==> src/rtl/raster_stamp_agent.sv <==
// raster_stamp_agent: pulls raster stamps one pid at a time into the raster CSR store, then commits a per-thread stamp-present mask.
// Write beat 1 cycle after each stamp handshake, response after the last write retires; stalls on stamp_valid and rsp_ready.
module raster_stamp_agent #(
  parameter int NUM_THREADS = 4,
  parameter int NUM_LANES   = 4,
  parameter int NW_WIDTH    = 2,
  parameter int UUID_WIDTH  = 44,
  parameter int STAMP_W     = 64,
  parameter int PID_WIDTH   = (NUM_THREADS / NUM_LANES > 1) ? $clog2(NUM_THREADS / NUM_LANES) : 1
) (
  input  logic                         clk,
  input  logic                         reset_n,
  input  logic                         req_valid,
  output logic                         req_ready,
  input  logic [UUID_WIDTH-1:0]        req_uuid,
  input  logic [NW_WIDTH-1:0]          req_wid,
  input  logic [NUM_THREADS-1:0]       req_tmask,
  input  logic                         stamp_valid,
  output logic                         stamp_ready,
  input  logic                         stamp_done,
  input  logic [NUM_LANES-1:0]         stamp_lmask,
  input  logic [NUM_LANES*STAMP_W-1:0] stamp_data,
  output logic                         write_enable,
  output logic [UUID_WIDTH-1:0]        write_uuid,
  output logic [NW_WIDTH-1:0]          write_wid,
  output logic [NUM_LANES-1:0]         write_tmask,
  output logic [PID_WIDTH-1:0]         write_pid,
  output logic [NUM_LANES*STAMP_W-1:0] write_data,
  output logic                         rsp_valid,
  input  logic                         rsp_ready,
  output logic [UUID_WIDTH-1:0]        rsp_uuid,
  output logic [NW_WIDTH-1:0]          rsp_wid,
  output logic [NUM_THREADS-1:0]       rsp_tmask,
  output logic [NUM_THREADS-1:0]       rsp_data,
  output logic [31:0]                  perf_stamps
);
  localparam int NUM_PIDS = NUM_THREADS / NUM_LANES;
  localparam logic [PID_WIDTH-1:0] LAST_PID = PID_WIDTH'(NUM_PIDS - 1);

  typedef enum logic [1:0] {IDLE, FETCH, DRAIN, RSP} state_t;

  typedef struct packed {
    logic [UUID_WIDTH-1:0]  uuid;
    logic [NW_WIDTH-1:0]    wid;
    logic [NUM_THREADS-1:0] tmask;
  } req_t;

  typedef struct packed {
    logic [UUID_WIDTH-1:0]        uuid;
    logic [NW_WIDTH-1:0]          wid;
    logic [NUM_LANES-1:0]         tmask;
    logic [PID_WIDTH-1:0]         pid;
    logic [NUM_LANES*STAMP_W-1:0] data;
  } wr_t;

  state_t                 state_q, state_d;
  req_t                   req_q, req_d;
  wr_t                    wr_q, wr_d;
  logic                   wr_vld_q, wr_vld_d;
  logic [PID_WIDTH-1:0]   pid_q, pid_d;
  logic [NUM_THREADS-1:0] result_q, result_d;
  logic                   done_q, done_d;
  logic [31:0]            perf_q, perf_d;

  logic [NUM_LANES-1:0]   active;
  logic [NUM_LANES-1:0]   hit;
  logic                   last_pid;
  logic                   advance;

  always_comb begin
    state_d  = state_q;
    req_d    = req_q;
    wr_d     = wr_q;
    wr_vld_d = 1'b0;
    pid_d    = pid_q;
    result_d = result_q;
    done_d   = done_q;
    perf_d   = perf_q;
    advance  = 1'b0;
    active   = req_q.tmask[pid_q*NUM_LANES +: NUM_LANES];
    hit      = active & stamp_lmask;
    last_pid = (pid_q == LAST_PID);

    // A done beat is never consumed, so ready must drop as soon as done shows up.
    stamp_ready = (state_q == FETCH) && (active != '0) && !stamp_done;

    case (state_q)
      IDLE: begin
        if (req_valid) begin
          req_d.uuid  = req_uuid;
          req_d.wid   = req_wid;
          req_d.tmask = req_tmask;
          pid_d       = '0;
          result_d    = '0;
          done_d      = 1'b0;
          state_d     = FETCH;
        end
      end
      FETCH: begin
        if (active == '0) begin
          advance = 1'b1;
        end else if (stamp_valid && stamp_done) begin
          done_d  = 1'b1;
          state_d = DRAIN;
        end else if (stamp_valid) begin
          wr_vld_d   = 1'b1;
          wr_d.uuid  = req_q.uuid;
          wr_d.wid   = req_q.wid;
          wr_d.tmask = hit;
          wr_d.pid   = pid_q;
          wr_d.data  = stamp_data;
          result_d   = result_q | (NUM_THREADS'(hit) << (pid_q * NUM_LANES));
          advance    = 1'b1;
        end
        if (advance) begin
          if (last_pid) state_d = DRAIN;
          else          pid_d   = pid_q + PID_WIDTH'(1);
        end
      end
      DRAIN:   state_d = RSP;
      RSP:     if (rsp_ready) state_d = IDLE;
      default: state_d = IDLE;
    endcase

    if (wr_vld_q) perf_d = perf_q + 32'($countones(wr_q.tmask));
  end

  always_ff @(posedge clk or negedge reset_n) begin
    if (!reset_n) begin
      state_q  <= IDLE;
      req_q    <= '0;
      wr_q     <= '0;
      wr_vld_q <= 1'b0;
      pid_q    <= '0;
      result_q <= '0;
      done_q   <= 1'b0;
      perf_q   <= '0;
    end else begin
      state_q  <= state_d;
      req_q    <= req_d;
      wr_q     <= wr_d;
      wr_vld_q <= wr_vld_d;
      pid_q    <= pid_d;
      result_q <= result_d;
      done_q   <= done_d;
      perf_q   <= perf_d;
    end
  end

  assign req_ready    = (state_q == IDLE);
  assign rsp_valid    = (state_q == RSP);
  assign write_enable = wr_vld_q;
  assign write_uuid   = wr_q.uuid;
  assign write_wid    = wr_q.wid;
  assign write_tmask  = wr_q.tmask;
  assign write_pid    = wr_q.pid;
  assign write_data   = wr_q.data;
  assign rsp_uuid     = req_q.uuid;
  assign rsp_wid      = req_q.wid;
  assign rsp_tmask    = req_q.tmask;
  assign rsp_data     = result_q;
  assign perf_stamps  = perf_q;

endmodule

==> config.mk <==
export PLATFORM = sky130hd
export DESIGN_NAME = raster_stamp_agent
export DESIGN_NICKNAME = d
export VERILOG_FILES = /design/src/rtl/raster_stamp_agent.sv
export SDC_FILE = /design/constraint.sdc
export NUM_CORES = 1
export LEC_CHECK = 0
export CAP_MARGIN = 20
export CORE_AREA = 3 3 274 276
export CTS_CLUSTER_SIZE = 24
export DETAILED_ROUTE_END_ITERATION = 12
export DIE_AREA = 0 0 277 279
export GPL_ROUTABILITY_DRIVEN = 0
export GPL_TIMING_DRIVEN = 0
export PLACE_DENSITY = 0.48
export SETUP_SLACK_MARGIN = 0.2
export SLEW_MARGIN = 20
export SYNTH_ARGS = -nofsm -noshare
export SYNTH_HDL_FRONTEND = slang
export SYNTH_SLANG_ARGS = --single-unit
export TNS_END_PERCENT = 100
==> constraint.sdc <==
create_clock -name clk -period 2.7 [get_ports clk]
set_input_delay 0.54 -clock clk [delete_from_list [all_inputs] [get_ports clk]]
set_output_delay 0.54 -clock clk [all_outputs]
set_load 0.02 [all_outputs]
==> reports/qor.txt, run 1 <==
DIE
--------------------------------------------------------------------------------------
Floorplan die height ....................................................       279 um
Core Rows ...............................................................           99
Die footprint ...........................................................   77300 um^2
Effective utilization at floorplan ......................................        0.219
Core Region .............................................................   72800 um^2
Die extent in x .........................................................       277 um
Number of ports placed on the die boundary ..............................          713

ROUTING
--------------------------------------------------------------------------------------
Remaining DRCs ..........................................................            0
Number of nets with antenna violations after routing ....................            0
Pre-antenna DRT Iters ...................................................            4
Total detailed-routing wirelength .......................................     55000 um
Total vias in the final route ...........................................        10.6k
Final routed wire length divided by cell count ..........................      20.5 um
Number of vias per cell .................................................         3.94
Starting DRT DRC Count ..................................................          364

POWER AND IR DROP
--------------------------------------------------------------------------------------
Proportion of total power due to net switching ..........................        0.345
Power density relative to cell area ..................................... 1220 nW/um^2
Leakage power of the design .............................................      11.1 nW
Power share of the sequential group .....................................        0.324
Switching power .........................................................     0.0110 W
IR Drop Worst-Case VDD ..................................................   0.000639 V
Pint ....................................................................     0.0209 W
Clock power share .......................................................        0.203
Combinational share of power ............................................        0.473

STA
--------------------------------------------------------------------------------------
Final Hold Viols ........................................................            0
Final clock period utilization by the worst path ........................        0.954
Worst rel slew slack ....................................................        0.605
Post-route setup slack ..................................................       124 ps
Setup repair after global routing missed its margin .....................         true
Final worst clock skew ..................................................      17.8 ps
Maximum clock rate ......................................................      388 MHz
Final Max Slew Viols ....................................................            0
Finish-stage setup viols ................................................            0
Measured slew at the worst slew-check pin ...............................       592 ps
Clock period minus worst slack ..........................................      2580 ps

GLOBAL ROUTING
--------------------------------------------------------------------------------------
First-pass GRT wire length ..............................................     81700 um
Initial antenna violation count .........................................            3
Global route total overflow .............................................            0
Total global routing track utilization ..................................        0.139
Via count of the first global-routing pass ..............................        11.7k
Pin count of the biggest net entering global routing ....................           93

FINAL LAYOUT
--------------------------------------------------------------------------------------
Area growth from synthesis to final layout ..............................        63.5%
Footprint of the multi-input gates ......................................    5750 um^2
Share of post-route cells with drive strength above 1 ...................        0.286
Net count of the finished layout ........................................         2006
Finished Core Util ......................................................        0.358
Sequential cell area ....................................................    9890 um^2
Number of fillers in the final layout ...................................         6992

WORST SETUP PATH
--------------------------------------------------------------------------------------
Path depth of the worst reg2reg path ....................................           10
CP Capture Type .........................................................    flip-flop
Required arrival time at the worst endpoint .............................      3140 ps
Terminus of the critical flop-to-flop path .............................. perf_stamps[28]$_DFFE_PN0P_
Crit Reg-Reg Startpoint ................................................. write_tmask[0]$_DFFE_PN0P_
Crit Path Class .........................................................   reg -> reg
Minimum setup slack among reg-to-reg paths ..............................       120 ps
Signal arrival time at the worst endpoint ...............................      3020 ps
Kind of start point of the critical path ................................    flip-flop
Worst-path fanout max ...................................................            5

PLACE
--------------------------------------------------------------------------------------
IO Port Bufs ............................................................          711
Place WS ................................................................      28.5 ps
HPWL after detailed placement ...........................................     41800 um

CTS
--------------------------------------------------------------------------------------
Sink count of the clock tree ............................................          395
Clock buffer count from CTS .............................................           49
Worst-path clk slew .....................................................        60 ps
Maximum number of buffers from clock root to sink .......................            3
Clock tree from TritonCTS ...............................................         done
Worst-Skew Late Latency .................................................       570 ps
CTS H-Tree Depth ........................................................            2
Root Buffer Master ......................................................    clkbuf_16

YOSYS
--------------------------------------------------------------------------------------
Most area-hungry cell type in the Yosys netlist .........................      dfrtp_1
Post-synthesis cell count ...............................................          914
Number of storage elements in the synthesis netlist .....................          395
Post-Synthesis Cell Area ................................................   16000 um^2
Most area-consuming cells after synthesis ............................... dfrtp_1 62%, mux2_4 22%, mux2_2 8.5%
Number of distinct standard cells referenced by the synthesized netlist .           38
Number of nets produced by synthesis ....................................         1234
Average footprint of a synthesized cell .................................    17.5 um^2
Sequential cell area fraction in the yosys report .......................        0.619
FFs w/ async S/R, synth .................................................         1.00
Area share of the largest cell type after synthesis .....................        0.619
Number of enable-type register cells in the synthesized netlist .........            0
Most used DFF post-synth ................................................      dfrtp_1
Synthesis Warnings ......................................................            0

WORST HOLD PATH
--------------------------------------------------------------------------------------
Cell depth of the worst min-delay path ..................................            1
Endpoint with the worst hold slack ...................................... perf_stamps[31]$_DFFE_PN0P_
Hold path start ......................................................... perf_stamps[31]$_DFFE_PN0P_
Path category of the worst min-delay check ..............................   reg -> reg

FLOW RUN
--------------------------------------------------------------------------------------
Count of maximum capacitance violations .................................            0

STATUS
--------------------------------------------------------------------------------------
Run status .............................................................. finished clean

[routing by layer]
layer | vias to the layer above | GRT usage | part of all wire
li1 | 4768 | - | -
met1 | 5310 | 0.155 | 0.38
met2 | 408 | 0.250 | 0.52
met3 | 79 | 0.0464 | 0.076
met4 | 2 | 0.0401 | 0.024
met5 | - | 0 | 0.00024
[worst max path at each step]
stage,from,end,slack (ps)
3_5_place_dp,write_tmask[0]$_DFFE_PN0P_,perf_stamps[28]$_DFFE_PN0P_,30
4_1_cts,write_tmask[0]$_DFFE_PN0P_,perf_stamps[28]$_DFFE_PN0P_,150
5_1_grt,write_tmask[0]$_DFFE_PN0P_,perf_stamps[30]$_DFFE_PN0P_,-30
3_3_place_gp,reset_n,write_tmask[0]$_DFFE_PN0P_,-18890
2_1_floorplan,write_tmask[0]$_DFFE_PN0P_,perf_stamps[26]$_DFFE_PN0P_,200
6_report,write_tmask[0]$_DFFE_PN0P_,perf_stamps[28]$_DFFE_PN0P_,120
[cells in the mapped netlist, drive strengths merged (2+ instances only)]
| cell | instances |
|---|---|
| fa | 3 |
| nand2 | 10 |
| nand4 | 12 |
| xnor2 | 25 |
| a2bb2oi | 4 |
| nor4 | 2 |
| a21o | 4 |
| clkbuf | 2 |
| dfrtp | 395 |
| and2 | 2 |
| inv | 8 |
| and3 | 8 |
| a22oi | 2 |
| xor2 | 5 |
| o21ai | 3 |
| buf | 41 |
| mux2 | 353 |
| nor3 | 3 |
| nand3 | 10 |
| and4 | 4 |
| nand4b | 2 |
| o211ai | 2 |
| nor2 | 6 |
[power by group through the flow]
stage | clock [W] | sequential [W] | combinational, W
after global routing | 0.00702 | 0.0108 | 0.0157
after global placement | 0 | 0.0103 | 0.0152
final | 0.00649 | 0.0104 | 0.0151
after detailed placement | 0 | 0.0104 | 0.0152
after CTS | 0.00677 | 0.0104 | 0.0153
after floorplan | 0 | 0.0135 | 0.00432
[cell usage in the layout (no fill, tap or decap), types with 3 or more instances in the layout]
master | netlist | layout
xnor2_1 | 25 | 25
nor2_1 | 6 | 5
nand3_1 | 10 | 6
o21ai_0 | 3 | 3
buf_6 | 26 | 28
and4_1 | 4 | 4
mux2_1 | 3 | 3
nor3_1 | 3 | 3
buf_16 | 0 | 4
buf_2 | 14 | 13
clkbuf_16 | 0 | 51
clkinv_2 | 0 | 3
dfrtp_1 | 395 | 393
a21o_1 | 4 | 4
nand3_2 | 0 | 4
xor2_1 | 5 | 5
clkdlybuf4s50_1 | 0 | 708
mux2_4 | 229 | 229
a2bb2oi_1 | 4 | 4
buf_4 | 1 | 5
nand2_1 | 9 | 7
clkbuf_1 | 2 | 16
mux2_2 | 121 | 121
clkinvlp_4 | 0 | 3
inv_1 | 7 | 5
clkbuf_8 | 0 | 10
nand4_1 | 12 | 12
and3_1 | 8 | 8
[what timing repair did]
item,in CTS,in global routing
setup endpoints to repair,14,24
setup buffers,3,1
cloned,1,0
resized for setup,13,12
hold endpoints to repair,69,0
hold buffers,1,0
pin swaps,7,14
[worst max-delay path: stages, from the launching register on]
cell and delay, ps:
dfrtp_2 420, fa_1 560, inv_2 50, fa_2 350
inv_2 70, fa_2 230, nand2_4 70, nor3b_4 280
buf_6 170, nand4_1 120, xnor2_1 160
[logic make-up after synthesis]
logic type	Yosys count	synth area share
fa+ha+maj	4	0.00454
simple gates	63	0.0233
compound gates	16	0.00752
flops	395	0.619
other cells	1	0.000235
mux	354	0.303
buf+inv	51	0.0257
xor+xnor	30	0.0165
[area by class of cell]
| type | instances | share of cell area |
|---|---|---|
| sequential | 395 | 0.379 |
| timing repair buffer | 721 | 0.279 |
| multi-input combinational | 468 | 0.220 |
| clock buffer | 75 | 0.0562 |
| tap | 959 | 0.0460 |
| buffer | 43 | 0.0147 |
| clock inverter | 9 | 0.00407 |
| inverter | 8 | 0.00125 |
| antenna | 2 | 0.000192 |
[metrics by stage]
step	power [W]	cells	hold slack [ps]	area [um^2]	setup TNS [ps]
2_1_floorplan	0.0178	914	244	16000	0
3_3_place_gp	0.0256	2584	470	24300	-6830600
3_5_place_dp	0.0256	2588	477	24400	0
4_1_cts	0.0325	2677	489	26100	0
5_1_grt	0.0335	2679	511	26100	-42.3
6_report	0.0319	2680	479	26100	0
[flip-flops by register name, summed over array words and instances, names as in the netlist, named ones only]
| register | count |
|---|---|
| write_data | 256 |
| rsp_uuid | 44 |
| write_uuid | 44 |
| perf_stamps | 32 |
| rsp_data | 4 |
| rsp_tmask | 4 |
| write_tmask | 4 |
| rsp_wid | 2 |
| write_wid | 2 |
| state_q | 1 |
| write_enable | 1 |
Note: power is estimated with default switching activity, not from simulation.
==> inputs of run 2 (changes only) <==
Settings changed: SLEW_MARGIN 20 to default.
Clock period 2.7 ns to 2.76 ns, I/O delays scaled along.
==> run 2 against run 1 <==
  * Worst setup slack better by 43 ps
  * Total power decreased by 2.8%
  * Register-to-register slack improved by 40 ps
  * Core utilization fell by 0.12 points
  * Maximum frequency shrank 0.67%
  * Global-route usage fell by 0.19 points
  * Die area stayed put
  * Combinational power about the same
  * Routed wire length is 0.40% lower
  * Clock skew is 5.6 ps lower
  * Critical endpoint is now perf_stamps[26]$_DFFE_PN0P_
  * Largest cell class unchanged
==> reports/qor.txt, run 2 (synthesis gave the netlist of run 1 again) <==
STATUS
----------------------------------------------------------------------------
Run status .................................................... finished clean

ROUTING
----------------------------------------------------------------------------
Number of vias per cell .......................................         3.96
Number of nets with antenna violations after routing ..........            0
Pre-antenna DRT Iters .........................................            4
Starting DRT DRC Count ........................................          404
Total vias in the final route .................................        10.6k
Remaining DRCs ................................................            0
Total detailed-routing wirelength .............................     54800 um
Final routed wire length divided by cell count ................      20.4 um

DIE
----------------------------------------------------------------------------
Floorplan die height ..........................................       279 um
Die extent in x ...............................................       277 um
Core Rows .....................................................           99
Number of ports placed on the die boundary ....................          713
Effective utilization at floorplan ............................        0.219
Core Region ...................................................   72800 um^2
Die footprint .................................................   77300 um^2

STA
----------------------------------------------------------------------------
Measured slew at the worst slew-check pin .....................       823 ps
Finish-stage setup viols ......................................            0
Setup repair after global routing missed its margin ...........         true
Maximum clock rate ............................................      386 MHz
Final clock period utilization by the worst path ..............        0.940
Worst rel slew slack ..........................................        0.452
Final Max Slew Viols ..........................................            0
Post-route setup slack ........................................       167 ps
Final worst clock skew ........................................      12.2 ps
Final setup TNS ...............................................         0 ps
Clock period minus worst slack ................................      2590 ps
Final Hold Viols ..............................................            0

FINAL LAYOUT
----------------------------------------------------------------------------
Finished Core Util ............................................        0.357
Net count of the finished layout ..............................         2003
Area growth from synthesis to final layout ....................        62.9%
Commonest non-fill, non-tap cell in the layout ................ clkdlybuf4s50_1
Top library cells by usage in the layout, fill and taps aside . 708 x clkdlybuf4s50_1, 395 x dfrtp_1, 229 x mux2_4
Max FFs per register ..........................................          256
Share of post-route cells with drive strength above 1 .........        0.284
Final design area excluding fillers ...........................   26000 um^2

CTS
----------------------------------------------------------------------------
Worst-path clk slew ...........................................        60 ps
Clock buffer count from CTS ...................................           48
Maximum number of buffers from clock root to sink .............            3
Clock tree from TritonCTS .....................................         done
Sink count of the clock tree ..................................          395
Root Buffer Master ............................................    clkbuf_16
Worst-Skew Late Latency .......................................       560 ps
CTS H-Tree Depth ..............................................            2

WORST SETUP PATH
----------------------------------------------------------------------------
Required arrival time at the worst endpoint ...................      3200 ps
Largest stage delay on the critical path ......................       570 ps
Kind of start point of the critical path ......................    flip-flop
CP Capture Type ...............................................    flip-flop
Worst setup startpoint ........................................ write_tmask[0]$_DFFE_PN0P_
Count of buffer and inverter cells on the critical path .......            3
Crit Reg-Reg Startpoint ....................................... write_tmask[0]$_DFFE_PN0P_
Worst-path fanout max .........................................            5
Minimum setup slack among reg-to-reg paths ....................       170 ps
Levels on crit path ...........................................           10
Cell family with most CP delay ................................  adder cells
Master of the slowest instance on the critical path ...........         fa_1
Series of cell instances along the critical path .............. fa_1 > inv_2 > fa_2 > inv_2 > fa_2 > nand2_4 > nor3b_4 > buf_6 > nand4b_1 > xnor2_1
Path depth of the worst reg2reg path ..........................           10
Crit Path Class ...............................................   reg -> reg
Critical path endpoint ........................................ perf_stamps[26]$_DFFE_PN0P_
Signal arrival time at the worst endpoint .....................      3030 ps
Terminus of the critical flop-to-flop path .................... perf_stamps[26]$_DFFE_PN0P_

PLACE
----------------------------------------------------------------------------
Placement-stage cell area .....................................   24400 um^2
IO Port Bufs ..................................................          711
Place WS ......................................................      50.2 ps
HPWL after detailed placement .................................     41800 um

POWER AND IR DROP
----------------------------------------------------------------------------
Power density relative to cell area ........................... 1190 nW/um^2
Tot Pwr .......................................................     0.0310 W
Leakage power of the design ...................................      11.1 nW
IR Drop Worst-Case VDD ........................................   0.000688 V

WORST HOLD PATH
----------------------------------------------------------------------------
Path category of the worst min-delay check ....................  in -> async

GLOBAL ROUTING
----------------------------------------------------------------------------
Total global routing track utilization ........................        0.137
Pin count of the biggest net entering global routing ..........          116
First-pass GRT wire length ....................................     80200 um
Initial antenna violation count ...............................            6
Global route total overflow ...................................            0
Via count of the first global-routing pass ....................        11.8k

FLOW RUN
----------------------------------------------------------------------------
Count of maximum capacitance violations .......................            0

[run 2: cell types whose count changed in the layout (fill, tap and decap cells not counted), sizes merged]
cell	delta
clkbuf	-4
dlymetal6s2s	+1
diode	+1
clkinv	+7
clkinvlp	-1
buf	-1
dlygate4sd3	-1
[run 2: stage by stage]
step | hold slack [ps] | cells
6_report | 7.78 | 2682
5_1_grt | 60.4 | 2682
4_1_cts | 16.6 | 2677
3_5_place_dp | 476 | 2587
3_3_place_gp | 473 | 2584
2_1_floorplan | 256 | 914
[run 2: final cells by class]
| type | instances | area, um^2 |
|---|---|---|
| flip-flops and latches | 395 | 9880 |
| clock buffers | 72 | 1390 |
| repair buffers | 719 | 7250 |
| fillers | 7017 | 46800 |
| inverters | 8 | 32.5 |
| diodes | 3 | 7.51 |
| well taps | 959 | 1200 |
| multi-input cells | 468 | 5740 |
| clock inverters | 15 | 138 |
| plain buffers | 43 | 384 |
[run 2: what timing repair did]
item                       4_1_cts  5_1_grt
gates resized for setup          9       11
setup endpoints to repair       13       18
hold buffers                     0        0
pin swaps                        1        7
setup buffers                    2        2
gates cloned                     1        0
[run 2: worst min path at each step]
stage / cells past startpoint / from / slack (ps) / end
2_1_floorplan: 0 / reset_n / 260 / async pin
3_3_place_gp: 1 / write_uuid[24]$_DFFE_PN0P_ / 470 / write_uuid[24]$_DFFE_PN0P_
3_5_place_dp: 1 / perf_stamps[31]$_DFFE_PN0P_ / 480 / perf_stamps[31]$_DFFE_PN0P_
4_1_cts: 1 / reset_n / 20 / write_data[24]$_DFFE_PN0P_
5_1_grt: 1 / reset_n / 60 / write_uuid[42]$_DFFE_PN0P_
6_report: 1 / reset_n / 8 / rsp_uuid[42]$_DFFE_PN0P_
[run 2: where the power goes]
group	switching [W]	internal, W	leakage, nW	total [W]
sequential	0.00162	0.00846	4.85	0.0101
combinational	0.00661	0.00818	5.48	0.0148
clock	0.00250	0.00366	0.751	0.00617
total	0.0107	0.0203	11.1	0.0310
[run 2: layer usage]
| layer | vias up | track usage | wire, um | part of all wire |
|---|---|---|---|---|
| li1 | 4753 | - | - | - |
| met1 | 5383 | 0.154 | 20500 | 0.37 |
| met2 | 401 | 0.243 | 28700 | 0.52 |
| met3 | 81 | 0.0467 | 4190 | 0.076 |
| met4 | 4 | 0.0428 | 1410 | 0.026 |
| met5 | - | 0 | 27 | 0.00049 |
[run 2: worst register-to-register path: stages, from the launching register on]
cell      delay [ps]
dfrtp_1          400
fa_1             570
inv_2             40
fa_2             360
inv_2             70
fa_2             230
nand2_4           70
nor3b_4          280
buf_6            170
nand4b_1         120
xnor2_1          160
